==> src/rtl/ccff_pkg.sv <==
// Shared types and default sizing for the configuration-chain loader.
package ccff_pkg;

  typedef enum logic [1:0] {
    IDLE = 2'd0,
    LOAD = 2'd1,
    DONE = 2'd2
  } ccff_state_e;

  localparam int CCFF_CHAIN_LEN = 65;
  localparam int CCFF_WORD_W    = 8;

endpackage

==> src/rtl/ccff_word_serializer.sv <==
// Word buffer that streams configuration words LSB-first onto the chain head,
// trimming the final word so exactly CHAIN_LEN bits are ever accepted.
module ccff_word_serializer
  import ccff_pkg::*;
#(
  parameter int CHAIN_LEN = CCFF_CHAIN_LEN,
  parameter int WORD_W    = CCFF_WORD_W,
  localparam int CW       = $clog2(CHAIN_LEN + 1),
  localparam int RW       = $clog2(WORD_W + 1)
) (
  input  logic              clk,
  input  logic              rst_n,
  input  logic              clr_i,
  input  logic              en_i,
  input  logic [WORD_W-1:0] data_i,
  input  logic              valid_i,
  output logic              ready_o,
  output logic              shift_en_o,
  output logic              head_o
);

  logic [WORD_W-1:0] word_q, word_d;
  logic [RW-1:0]     rem_q, rem_d;
  logic [CW-1:0]     acc_q, acc_d;
  logic [31:0]       left;
  logic [RW-1:0]     take;
  logic              accept;

  assign left       = 32'(CHAIN_LEN) - 32'(acc_q);
  assign take       = (left >= 32'(WORD_W)) ? RW'(WORD_W) : RW'(left);
  assign shift_en_o = en_i && (rem_q != '0);
  assign head_o     = shift_en_o & word_q[0];
  // Refill while the last buffered bit is leaving so words stream without bubbles.
  assign ready_o    = en_i && (acc_q != CW'(CHAIN_LEN)) && (rem_q <= RW'(1));
  assign accept     = ready_o & valid_i;

  always_comb begin
    word_d = word_q;
    rem_d  = rem_q;
    acc_d  = acc_q;
    if (clr_i) begin
      word_d = '0;
      rem_d  = '0;
      acc_d  = '0;
    end else if (accept) begin
      word_d = data_i;
      rem_d  = take;
      acc_d  = acc_q + CW'(take);
    end else if (shift_en_o) begin
      word_d = word_q >> 1;
      rem_d  = rem_q - RW'(1);
    end
  end

  always_ff @(posedge clk or negedge rst_n) begin
    if (!rst_n) begin
      word_q <= '0;
      rem_q  <= '0;
      acc_q  <= '0;
    end else begin
      word_q <= word_d;
      rem_q  <= rem_d;
      acc_q  <= acc_d;
    end
  end

endmodule

==> src/rtl/ccff_loader.sv <==
// Frame loader for a scan-chain configuration fabric: IDLE/LOAD/DONE control plus
// optional popcount readback check of the previous frame (define CCFF_READBACK_EN).
module ccff_loader
  import ccff_pkg::*;
#(
  parameter int CHAIN_LEN = CCFF_CHAIN_LEN,
  parameter int WORD_W    = CCFF_WORD_W
) (
  input  logic              prog_clk,
  input  logic              prog_reset,
  input  logic              start,
  input  logic              abort,
  input  logic [WORD_W-1:0] cfg_data,
  input  logic              cfg_valid,
  output logic              cfg_ready,
  output logic              ccff_head,
  input  logic              ccff_tail,
  output logic              shift_en,
  output logic              cfg_done,
  output logic              busy,
  output logic              err
);

  localparam int CW = $clog2(CHAIN_LEN + 1);

  ccff_state_e   state_q;
  logic          busy_q, done_q;
  logic [CW-1:0] bit_cnt_q;
  logic          start_load, last_shift;

  assign start_load = start && !abort && (state_q != LOAD);
  assign last_shift = !abort && (state_q == LOAD) && shift_en &&
                      (bit_cnt_q == CW'(CHAIN_LEN - 1));
  assign busy       = busy_q;
  assign cfg_done   = done_q;

  ccff_word_serializer #(
    .CHAIN_LEN (CHAIN_LEN),
    .WORD_W    (WORD_W)
  ) u_ser (
    .clk        (prog_clk),
    .rst_n      (prog_reset),
    .clr_i      (abort | start_load),
    .en_i       (state_q == LOAD),
    .data_i     (cfg_data),
    .valid_i    (cfg_valid),
    .ready_o    (cfg_ready),
    .shift_en_o (shift_en),
    .head_o     (ccff_head)
  );

  always_ff @(posedge prog_clk or negedge prog_reset) begin
    if (!prog_reset) begin
      state_q   <= IDLE;
      busy_q    <= 1'b0;
      done_q    <= 1'b0;
      bit_cnt_q <= '0;
    end else if (abort) begin
      state_q   <= IDLE;
      busy_q    <= 1'b0;
      done_q    <= 1'b0;
      bit_cnt_q <= '0;
    end else begin
      case (state_q)
        IDLE, DONE: if (start) begin
          state_q   <= LOAD;
          busy_q    <= 1'b1;
          done_q    <= 1'b0;
          bit_cnt_q <= '0;
        end
        LOAD: if (shift_en) begin
          bit_cnt_q <= bit_cnt_q + CW'(1);
          if (last_shift) begin
            state_q <= DONE;
            busy_q  <= 1'b0;
            done_q  <= 1'b1;
          end
        end
        default: state_q <= IDLE;
      endcase
    end
  end

`ifdef CCFF_READBACK_EN
  logic [CW-1:0] in_cnt_q, out_cnt_q, prev_cnt_q, in_nxt, out_nxt;
  logic          prev_valid_q, err_q;

  assign in_nxt  = in_cnt_q + CW'(ccff_head);
  assign out_nxt = out_cnt_q + CW'(ccff_tail & shift_en);
  assign err     = err_q;

  // The tail replays the previous frame while the new one shifts in, so its
  // popcount must match what was pushed last time.
  always_ff @(posedge prog_clk or negedge prog_reset) begin
    if (!prog_reset) begin
      in_cnt_q     <= '0;
      out_cnt_q    <= '0;
      prev_cnt_q   <= '0;
      prev_valid_q <= 1'b0;
      err_q        <= 1'b0;
    end else if (start_load) begin
      in_cnt_q  <= '0;
      out_cnt_q <= '0;
      err_q     <= 1'b0;
    end else if (last_shift) begin
      in_cnt_q     <= in_nxt;
      out_cnt_q    <= out_nxt;
      if (prev_valid_q && (out_nxt != prev_cnt_q)) err_q <= 1'b1;
      prev_cnt_q   <= in_nxt;
      prev_valid_q <= 1'b1;
    end else if (shift_en && !abort) begin
      in_cnt_q  <= in_nxt;
      out_cnt_q <= out_nxt;
    end
  end
`else
  logic unused_tail;
  assign unused_tail = ccff_tail;
  assign err         = 1'b0;
`endif

endmodule

==> config.mk <==
export PLATFORM = sky130hd
export DESIGN_NAME = ccff_loader
export DESIGN_NICKNAME = d
export VERILOG_FILES = /design/src/rtl/ccff_pkg.sv /design/src/rtl/ccff_word_serializer.sv /design/src/rtl/ccff_loader.sv
export SDC_FILE = /design/constraint.sdc
export NUM_CORES = 1
export LEC_CHECK = 0
export ABC_CLOCK_PERIOD_IN_PS = 6150
export CORE_MARGIN = 2
export CORE_UTILIZATION = 55
export DETAILED_ROUTE_END_ITERATION = 10
export GPL_ROUTABILITY_DRIVEN = 0
export PLACE_DENSITY = 0.8
export SLEW_MARGIN = 20
export SYNTH_ARGS = -nofsm -noshare
export SYNTH_HDL_FRONTEND = slang
export SYNTH_SLANG_ARGS = --single-unit
==> constraint.sdc <==
create_clock -name prog_clk -period 6.15 [get_ports prog_clk]
set_input_delay 0.9225 -clock prog_clk [delete_from_list [all_inputs] [get_ports prog_clk]]
set_output_delay 0.9225 -clock prog_clk [all_outputs]
set_load 0.01 [all_outputs]
---- Yosys cells after proc, flatten, opt, wreduce, memory -nomap -nowiden ----
Cells that the tools add are included.
cells by class
  add/subtract/negate cells ............... 4
  $lt $le $gt $ge ......................... 2
  equal/unequal tests ..................... 8
  mux-type cells .......................... 28
  bitwise gates (word level) .............. 3
  reduce and logical (&&, ||, !) cells .... 18
operators with widths
  kind                   number
  $mux W7                5
  $ge A32 B4 Y1 const B  1
  $mux W8                3
  $mux W4                4
  $pmux W7 S2            1
  $ne A3 B3 Y1 const B   3
  $logic_and A1 B1 Y1    8
  $mux W1                8
  $mux W2                4
  $sub A7 B7 Y8 const A  1
  $add A7 B1 Y7 const B  1
  $add A7 B4 Y7          1
  $eq A7 B7 Y1 const B   1
  $ne A7 B7 Y1 const B   1
  $reduce_and A3 Y1      2
  $reduce_bool A3 Y1     2
  $le A4 B1 Y1 const B   1
  $pmux W1 S2            2
  $pmux W2 S2            1
  $reduce_and A4 Y1      1
  $reduce_bool A4 Y1     1
  $sub A4 B1 Y4 const B  1
  $and A1 B1 Y1          2
  $eq A2 B1 Y1 const B   1
  7 further kinds        7
word-level totals
  bits in registers ....................... 30
  bits of input ports ..................... 14
  output and inout port bits .............. 6
  logic and storage cells ................. 70

---- Logic depth before layout (Yosys ltp) ----
Gate-level depths: netlist of run 1.
  depth after elaboration ................. 8
  mapped depth ............................ 12
  depth with buffers taken out ............ 12

---- Modules after synthesis ----
From an unflattened synthesis of run 1, not the netlist that was laid out.
second synthesis, totals
  cell total of the unflattened synthesis .. 208
  area total of the unflattened synthesis .. 1893.1 um^2
modules (own cells, without submodules)
  module                instances  cells an instance  area each (um^2)
  ccff_word_serializer  1          144                1283.7
  ccff_loader           1          64                 609.3

---- Worst setup path after synthesis of run 1 ----
No wires, ideal clock.
  path kind ............................... flip-flop to flip-flop
  start point ............................. reg u_ser.acc_q[1]
  end point ............................... reg u_ser.acc_q[6]
  setup time .............................. 0.119 ns
  arrival time ............................ 2.248 ns
  data required time ...................... 6.031 ns
  slack ................................... 3.783 ns
  stages on the path, launching flop included .. 13
  buffers on the path ..................... 0
  clock period less this slack ............ 2.367 ns
  cell sequence ........................... dfrtp_1 inv_1 ha_1 nand2b_4 nor4b_4 a22oi_1 nor2b_1 ha_1 nor3_1 nor2_1 o41ai_2 o31a_1 o21a_1
between the ends
  cells in the longest elaborated chain, start to end .. 6
  elaborated cells between the ends (all ways) .. 11
  classes of those cells .................. add/sub (2); order compare (1); eq/ne (1); mux (3); bitwise (1); reduce/logical (3)
ends and longest elaborated chain
  item                    RTL line                    text
  start, declared         ccff_word_serializer.sv:24  logic [CW-1:0] acc_q, acc_d;
  start signal, assigned  ccff_word_serializer.sv:59  acc_q <= '0;
  start signal, assigned  ccff_word_serializer.sv:63  acc_q <= acc_d;
  $sub A7 B7 Y8           ccff_word_serializer.sv:29  assign left = 32'(CHAIN_LEN) - 32'(acc_q);
  $ge A32 B4 Y1           ccff_word_serializer.sv:30  assign take = (left >= 32'(WORD_W)) ? RW'(WORD_W) : RW'(left);
  $mux W4                 ccff_word_serializer.sv:30
  $add A7 B4 Y7           ccff_word_serializer.sv:48  acc_d = acc_q + CW'(take);
  $mux W7                 ccff_word_serializer.sv:45  end else if (accept) begin
  $mux W7                 ccff_word_serializer.sv:41  if (clr_i) begin
Parallel ways exist; a longest one is shown, timed or not. The select of a mux whose other input is x is not followed.
A chain may end at the register's enable or synchronous reset.

---- Worst setup path in the final report of run 1 ----
  start point ............................. reg u_ser.rem_q[0]
  end point ............................... out ccff_head
between the ends
  cells in the longest elaborated chain, start to end .. 3
ends and longest elaborated chain
  item                    RTL line                    text
  start, declared         ccff_word_serializer.sv:23  logic [RW-1:0] rem_q, rem_d;
  start signal, assigned  ccff_word_serializer.sv:62  rem_q <= rem_d;
  $reduce_bool A4 Y1      ccff_word_serializer.sv:31  assign shift_en_o = en_i && (rem_q != '0);
  $logic_and A1 B1 Y1     ccff_word_serializer.sv:31
  $and A1 B1 Y1           ccff_word_serializer.sv:32  assign head_o = shift_en_o & word_q[0];
  end, declared           ccff_loader.sv:16           output logic ccff_head,
Every way passes these cells.

==> key figures, run 1 <==
Outcome
  • Outcome: finished, final reports clean

Yosys
  • Post-synth EDFFs: 0
  • Sequential area share after synthesis: 41.0%
  • Area contributors post-synth: dfrtp_1, ha_1, nand2_1
  • Syn_area_per_cell: 9.25 µm²
  • Most numerous cell in the Yosys netlist: dfrtp_1
  • Async SR Flop Fraction: 100%
  • Yosys warning count: 0
  • Post-synth top cells: dfrtp_1, nand2_1, nor2_1
  • Cells after Synth: 198
  • Synth top area share: roughly two fifths
  • #FFs+latches synth: 30
  • Yosys cell types: 47
  • Mapped cell area: between 0.0015 and 0.002 mm²
  • Leading register cell type out of synthesis: dfrtp_1
  • Post-synth top area cell: dfrtp_1

Finish
  • Antenna cells: 0
  • Synthesis-to-finish area growth: 13.8%
  • Final Cell Area: about 0.0021 mm²
  • Nets: 239
  • Filler cell count: about 260
  • Share of cells above drive strength 1: 9.26%

Floorplanning
  • Initial Util: between 50% and 60%
  • CORE AREA: 0.00310 mm²
  • Core Rows: 20
  • Die Area: 0.00381 mm²
  • Die W: roughly 60 µm
  • I/O pin count: 20
  • Die H: roughly 62 µm

STA
  • Finish-stage setup viols: 0
  • Share of the clock period used by the worst path: 62.8%
  • Tmin final: between 3000 and 4000 ps
  • FMAX: between 0.2 and 0.3 GHz
  • Final WS setup: 2290 ps
  • Slew @ Worst Pin: 859 ps
  • Clock skew: between 8 and 9 ps
  • Slew headroom: roughly 43%
  • Unrepaired setup endpoints after global routing: no
  • Hold Fails Final Rpt: 0
  • Fin. max-slew vios: 0
  • Total Neg Setup Slack: 0 ps

Clock network
  • TritonCTS buffer count: 5
  • H-tree levels: 2
  • Clock sink count: 30
  • CTS tree: yes
  • Reg clk slew, reported paths: roughly 100 ps
  • Post-CTS Setup Inserts: 0
  • Clk buf depth: 2
  • # hold bufs at CTS: 0
  • Root Buffer: clkbuf_4
  • Worst skew pair latency: 330 ps
  • Number of gates resized after CTS: 0

Global routing
  • GRT overflow: 0
  • First-pass GRT wire length: about 6.4 mm
  • Pin count of the biggest net entering global routing: 31
  • Vias in the first global route: 1484
  • Initial antenna violation count: 0
  • GRT Util Overall: a little under a quarter

Routing
  • Initial DRT Pass Iterations: 4
  • Routed len/inst: roughly 14 µm
  • Post-DRT Antenna Nets: 0
  • DR vias/cell: about 5.7
  • Routed WL: ~3.7 mm
  • Initial DRC count: between 80 and 90
  • DR vias: between 1000 and 1500
  • DRC viols: 0

Critical path
  • Worst flop-to-flop path endpoint: u_ser.acc_q[6]
  • FF-to-FF Start: u_ser.acc_q[1]
  • Crit Path Class: reg -> out
  • Reg2Reg Depth: 12
  • Arr. time, crit path: slightly below 3000 ps
  • Critical path capture point type: primary output
  • Critical path fanouts, max: 21
  • Critical Path RT: around 5200 ps
  • Crit path to: ccff_head
  • FF-to-FF setup slack: 3360 ps
  • Crit path from: u_ser.rem_q[0]
  • Worst setup SP type: register

Placement
  • Port Buf Inserts: 17
  • DP Area: approximately 0.0020 mm²
  • Setup WS pre-CTS: roughly 2700 ps
  • Final HPWL DP: around 2.7 mm

Run
  • Max-Cap Viols: 0

Power
  • Leakage: approximately 0.87 nW
  • VDD IR max: about 140 µV
  • Comb power frac: between 15 and 20%
  • Net Switching: 0.000116 W
  • Sw Ratio: a little over a quarter
  • Internal: ~0.00031 W
  • Flop pwr share: around 49%
  • Share of total power in the clock network: between 30% and 40%
  • Power Density: just over 200 mW/mm²

Hold path
  • Worst Hold Class: reg -> reg
==> worst max-delay path, cell delays in order, from the launching register on <==
cell and delay, ps:
dfrtp_1 420, inv_1 120, ha_1 190, nor3b_1 290, nand2b_1 420, inv_1 410, and2_1 290, clkdlybuf4s50_1 470
==> power groups by stage <==
stage / clock network [W] / registers, W / logic (W)
final: 0.000146 / 0.000211 / 0.0000728
after global routing: 0.000159 / 0.000212 / 0.0000818
after CTS: 0.000149 / 0.000211 / 0.0000736
after detailed placement: 0 / 0.000215 / 0.0000732
after global placement: 0 / 0.000214 / 0.0000703
after floorplan: 0 / 0.000214 / 0.0000490
==> per-layer routing <==
metal	wire [µm]	vias to the layer above	global-route usage, %	share of wire [%]
met5	0	-	0	0
met4	37	0	7.90	1.0
met3	215	5	7.25	5.8
met2	1780	44	37.3	48
met1	1670	702	30.1	45
li1	-	729	-	-
==> layout make-up <==
| cell class | instances | area, µm² | area share (%) |
|---|---|---|---|
| clock buffers | 8 | 78.8 | 3.78 |
| flip-flops and latches | 30 | 751 | 36.0 |
| well taps | 44 | 55.1 | 2.64 |
| inverters | 8 | 30.0 | 1.44 |
| repair buffers | 18 | 178 | 8.52 |
| multi-input cells | 152 | 992 | 47.6 |
==> worst min path at each step <==
| stage | from | to | slack, ps | depth (start not counted) |
|---|---|---|---|---|
| floorplan | bit_cnt_q[4] | bit_cnt_q[4] | 480 | 1 |
| global placement | cfg_done | cfg_done | 480 | 1 |
| detailed placement | cfg_done | cfg_done | 500 | 1 |
| CTS | cfg_done | cfg_done | 520 | 1 |
| global route | cfg_done | cfg_done | 540 | 1 |
| finish | cfg_done | cfg_done | 510 | 1 |
==> layout by cell type, fill, tap and decap left out, drive strengths merged, types with 2 or more instances in the layout <==
cell type and n:
dfrtp 30, nand2 29, nor2 23, clkdlybuf4s50 17, a21oi 13, o21ai 10, ha 10, inv 8
a311oi 8, clkbuf 8, xor2 7, nand2b 6, nand3 4, o21a 3, and3 3, o211ai 2
nor3b 2, nor3 2, o31ai 2, a21o 2, or3 2, nand4 2, xnor2 2, conb 2
nor4b 2, nor4 2
==> sequential cells by signal (all words and copies together) (netlist names) <==
signal,count
u_ser.rem_q,4
u_ser.word_q,8
bit_cnt_q,7
state_q,2
cfg_done,1
busy,1
u_ser.acc_q,7
==> cell families (layout without fill, tap and decap cells) <==
logic type / after synthesis / in the layout / share of synthesized area (%)
other: 1 / 2 / 0.205
multiplexers: 1 / 1 / 0.546
flip-flops: 30 / 30 / 41.0
buffers and inverters: 17 / 34 / 5.05
adder cells (fa/ha/maj): 10 / 10 / 6.83
XOR/XNOR: 9 / 9 / 4.30
AND/OR/NAND/NOR: 82 / 82 / 23.2
AO/OA/AOI/OAI: 48 / 48 / 18.9
==> through the flow <==
stage	power, W	utilization, %	instances	hold WS (ps)
6_report	0.000430	67.2	260	513
5_1_grt	0.000453	67.2	260	537
4_1_cts	0.000433	67.2	260	524
3_5_place_dp	0.000288	64.6	252	503
3_3_place_gp	0.000285	64.6	252	483
2_1_floorplan	0.000263	-	199	478
No activity file was read; power rests on OpenSTA's default activity.
==> inputs of run 2 (changes only) <==
- ABC_CLOCK_PERIOD_IN_PS: 6150 -> 3200
- CORE_UTILIZATION: 55 -> 50
- PLACE_DENSITY: 0.8 -> 0.77
- clock period: 6.15 -> 3.2 ns (I/O delays scaled with it)
==> key figures, run 2 (synthesis results as in run 1) <==
STA
  • Share of the clock period used by the worst path: between 80% and 90%
  • Hold Fails Final Rpt: 0
  • FMAX: approximately 0.36 GHz
  • Tmin final: 2810 ps
  • Slew @ Worst Pin: a little over 900 ps
  • Slew headroom: 38.7%
  • Unrepaired setup endpoints after global routing: no
  • Clock skew: approximately 11 ps
  • Finish-stage setup viols: 0
  • Fin. max-slew vios: 0
  • Total Neg Setup Slack: 0 ps

Power
  • VDD IR max: approximately 240 µV
  • Power Density: between 300 and 400 mW/mm²
  • Leakage: 0.872 nW
  • Power Total: between 0.0007 and 0.0008 W

Critical path
  • Crit-path slowest cell: clkdlybuf4s50_1
  • Critical path capture point type: primary output
  • Critical path's largest stage delay: 530 ps
  • Crit Path Class: reg -> out
  • CP cell instances: inv_1, ha_1, nor3b_1, nand2b_1, buf_4, inv_1, and2_1, clkdlybuf4s50_1
  • Most used cell, CP: inv_1
  • Critical Path RT: roughly 2700 ps
  • WP buf/inv: 4
  • Worst setup SP type: register
  • CP top delay family: buffers and inverters
  • Arr. time, crit path: approximately 2300 ps
  • Critical path fanouts, max: 11

Floorplanning
  • Core Rows: 21
  • Initial Util: between 50% and 60%
  • Die W: ~65 µm
  • Die Area: ~0.0042 mm²
  • I/O pin count: 20
  • Die H: ~65 µm
  • CORE AREA: between 0.003 and 0.004 mm²

Finish
  • Area of the multi-input gates: slightly below 0.001 mm²
  • Antenna cells: 0
  • Commonest non-fill, non-tap cells in the layout: dfrtp_1, nand2_1, nor2_1, clkdlybuf4s50_1, a21oi_1
  • Final core occ: just over 60%
  • Share of cells above drive strength 1: 9.63%
  • Synthesis-to-finish area growth: 13.7%
  • Nets: between 200 and 250
  • Storage element area: ~750 µm²
  • Largest register FFs: 8
  • Filler cell count: 308
  • Largest registers: u_ser.word_q x8, bit_cnt_q x7, u_ser.acc_q x7
  • Most flops, register: u_ser.word_q
  • Most common cell after layout, fill and taps aside: dfrtp_1

Run
  • Max-Cap Viols: 0

Routing
  • DR vias/cell: around 5.5
  • Routed WL: between 3 and 4 mm
  • Routed len/inst: between 10 and 15 µm
  • Post-DRT Antenna Nets: 0
  • Initial DRC count: 77
  • DRC viols: 0
  • Initial DRT Pass Iterations: 4
  • DR vias: roughly 1500

Clock network
  • CTS tree: yes
  • Worst skew pair latency: approximately 330 ps
  • Number of gates resized after CTS: 0
  • Post-CTS Setup Inserts: 0
  • TritonCTS buffer count: 5
  • # hold bufs at CTS: 0
  • H-tree levels: 2
  • Clk buf depth: 2
  • Root Buffer: clkbuf_4
  • Clock sink count: 30
  • Reg clk slew, reported paths: ~100 ps

Global routing
  • First-pass GRT wire length: 6.44 mm
  • Vias in the first global route: between 1000 and 1500
  • Met3 track demand over resource: 5.21%
  • GRT Util Overall: about 20%
  • Pin count of the biggest net entering global routing: 31
  • M1 GR Usage: a little over a quarter
  • Initial antenna violation count: 0
  • GRT met2 Usage: between 30% and 40%
  • GR peak layer: met2
  • GRT overflow: 0

Placement
  • Final HPWL DP: around 2.4 mm
  • Port Buf Inserts: 17

Outcome
  • Outcome: finished, final reports clean

Hold path
  • Worst Hold Class: in -> async
-- run 2: cell types whose count changed in the layout (fill, tap and decap cells not counted) --
cell      before  now
buf_4          1    3
clkbuf_1       0    1
clkbuf_8       3    1
clkinv_2       0    1
-- run 2: routing by layer --
layer  up-vias  part of all wire (%)
met5         -                     0
met2        25                    45
li1        727                     -
met1       702                    50
met4         0                   1.4
met3         8                   3.6
-- run 2: area by class of cell --
cell class	instances	share of cell area, %
multi-input cells	152	47.6
flip-flops and latches	30	36.0
repair buffers	20	9.25
well taps	46	2.76
clock buffers	7	2.64
inverters	8	1.44
clock inverters	1	0.240
-- run 2: per-stage QoR --
stage | setup slack, ps | hold WS, ps | area (µm²) | std cells
final | 386 | 517 | 2080 | 264
after global routing | 215 | 530 | 2080 | 264
after CTS | 348 | 518 | 2080 | 264
after detailed placement | 507 | 493 | 2020 | 256
after global placement | 577 | 488 | 2020 | 256
after floorplan | 833 | 184 | 1840 | 199
-- run 2: final timing paths --
check	startpoint	end	slack, ps	cells past startpoint
worst min register to register	cfg_done	cfg_done	520	1
worst max register to register	u_ser.acc_q[1]	u_ser.acc_q[4]	490	12
min in group prog_clk	cfg_done	cfg_done	520	1
worst max-delay path	u_ser.rem_q[0]	ccff_head	390	8
max in group asynchronous	prog_reset	u_ser.rem_q[0]	2390	2
worst min-delay path	prog_reset	bit_cnt_q[1]	520	2
-- run 2: power breakdown --
group	internal, W	switching [W]	leakage, nW
registers	0.000394	0.0000122	0.414
clock network	0.000106	0.000128	0.0353
logic	0.0000602	0.0000802	0.423
total	0.000560	0.000221	0.872
-- run 2: worst reg2reg max path, cell delays in order (launching register included) --
cell and delay, ps:
dfrtp_1 440, inv_1 120, ha_1 250, nand2b_4 80, nor4b_4 300, a22oi_1 210, nor2b_1 230, ha_1 260
nor3_1 70, nor2_1 110, o41ai_2 110, or3_1 320, a21oi_1 140
==> inputs of run 3 (changes only) <==
- ABC_CLOCK_PERIOD_IN_PS: 3200 -> 2900
- CORE_UTILIZATION: 50 -> 55
- PLACE_DENSITY: 0.77 -> 0.8
- clock period: 3.2 -> 2.9 ns (I/O delays scaled with it)
==> key figures, run 3 (synthesis results as in run 1) <==
Outcome
  • Outcome: finished, final reports clean

Critical path
  • Critical path fanouts, max: 5
  • FF-to-FF setup slack: about 190 ps
  • Critical path capture point type: register
  • Crit Path Class: reg -> reg
  • Arr. time, crit path: around 2900 ps
  • Crit path from: u_ser.acc_q[1]
  • Critical Path RT: about 3100 ps
  • Worst setup SP type: register
  • FF-to-FF Start: u_ser.acc_q[1]

Clock network
  • H-tree levels: 2
  • CTS tree: yes
  • TritonCTS buffer count: 5
  • Number of gates resized after CTS: 0
  • Worst skew pair latency: between 300 and 400 ps
  • # hold bufs at CTS: 0
  • Reg clk slew, reported paths: approximately 90 ps
  • Clock sink count: 30
  • Clk buf depth: 2
  • Post-CTS Setup Inserts: 0
  • Root Buffer: clkbuf_4

Finish
  • Most common cell after layout, fill and taps aside: dfrtp_1
  • Share of cells above drive strength 1: around 11%
  • Final Cell Area: between 0.002 and 0.0025 mm²
  • Synthesis-to-finish area growth: 14.1%
  • Nets: 243
  • Most flops, register: u_ser.word_q
  • Largest register FFs: 8
  • Filler cell count: roughly 270
  • Largest registers: u_ser.word_q x8, bit_cnt_q x7, u_ser.acc_q x7
  • Antenna cells: 0
  • Commonest non-fill, non-tap cells in the layout: dfrtp_1, nand2_1, nor2_1, clkdlybuf4s50_1, a21oi_1

Floorplanning
  • Initial Util: between 50% and 60%
  • I/O pin count: 20
  • Die H: roughly 62 µm
  • CORE AREA: between 0.003 and 0.004 mm²
  • Die Area: between 0.003 and 0.004 mm²
  • Core Rows: 20
  • Die W: about 62 µm

Routing
  • Routed WL: 3.81 mm
  • Initial DRT Pass Iterations: 5
  • Metal3 WL: between 200 and 250 µm
  • Max layer used: met4
  • DR vias: between 1500 and 2000
  • Post-DRT Antenna Nets: 0
  • DR vias/cell: around 5.8
  • DRC viols: 0
  • Met2 Wirelength: between 1.5 and 2 mm
  • Met1 Wirelength: around 1.6 mm
  • Routed len/inst: about 14 µm
  • Initial DRC count: 71

Global routing
  • Vias in the first global route: between 1500 and 2000
  • Pin count of the biggest net entering global routing: 31
  • Initial antenna violation count: 0
  • GRT Util Overall: a little under a quarter
  • GRT overflow: 0
  • First-pass GRT wire length: between 6 and 7 mm

STA
  • FMAX: 0.369 GHz
  • Tmin final: approximately 2700 ps
  • Clock skew: about 6.2 ps
  • Share of the clock period used by the worst path: ~93%
  • Final Hold Slack: ~480 ps
  • Fin. max-slew vios: 0
  • Finish-stage setup viols: 0
  • Total Neg Setup Slack: 0 ps
  • Unrepaired setup endpoints after global routing: no
  • Slew @ Worst Pin: 577 ps
  • Hold Fails Final Rpt: 0
  • Slew headroom: between 60% and 70%

Power
  • Sw Ratio: between 20 and 30%
  • Leakage: about 0.9 nW
  • VDD IR max: 236 µV
  • Share of total power in the clock network: between 20% and 30%
  • Power Total: 0.000838 W
  • Net Switching: around 0.00025 W
  • Comb power frac: between 10% and 20%
  • Power Density: 401 mW/mm²
  • Internal: between 0.0005 and 0.0006 W
  • Flop pwr share: roughly 53%

Run
  • Max-Cap Viols: 0

Hold path
  • Worst Hold Class: in -> async

Placement
  • Port Buf Inserts: 17
  • DP Area: roughly 0.0020 mm²
  • Final HPWL DP: around 2.8 mm
==> run 3: path summary, 6_finish.rpt <==
| path | depth (start not counted) | end |
|---|---|---|
| worst min-delay path | 2 | cfg_done |
| min in group prog_clk | 1 | cfg_done |
| worst max-delay path | 12 | u_ser.acc_q[6] |
| worst min register to register | 1 | cfg_done |
| worst max register to register | 12 | u_ser.acc_q[6] |
| max in group asynchronous | 2 | u_ser.acc_q[2] |
==> run 3: power groups by stage <==
stage	logic [W]	registers (W)	clock network, W
after floorplan	0.000104	0.000454	0
after global placement	0.000157	0.000454	0
after detailed placement	0.000162	0.000456	0
after CTS	0.000163	0.000448	0.000233
after global routing	0.000181	0.000450	0.000250
final	0.000163	0.000448	0.000228
==> run 3: area by class of cell <==
class / count / area [µm²] / share of cell area [%]
timing repair buffer: 22 / 208 / 9.93
clock inverter: 2 / 10.0 / 0.479
inverter: 8 / 30.0 / 1.44
multi-input combinational: 152 / 1000 / 47.8
sequential: 30 / 751 / 35.9
tap: 44 / 55.1 / 2.63
clock buffer: 5 / 37.5 / 1.80
==> run 3: critical path, cell delays in order, from the launching register on <==
cell	delay, ps
dfrtp_1	430
inv_1	130
ha_1	270
nand2b_4	80
nor4b_4	330
a22oi_2	150
nor2b_2	180
ha_1	260
nor3_1	90
nor2_1	120
o41ai_2	110
o31a_1	260
o21a_1	190
==> run 3: per-layer routing <==
layer	GRT usage, %	vias to the layer above
met2	39.1	58
met4	10.0	0
li1	-	733
met1	28.7	736
met5	0	-
met3	5.18	11
==> run 3: through the flow <==
step,setup WS (ps),utilization (%),instances
floorplan,533,-,199
global placement,320,65.6,256
detailed placement,161,65.6,256
CTS,133,67.1,263
global route,59.8,67.4,263
finish,193,67.4,263
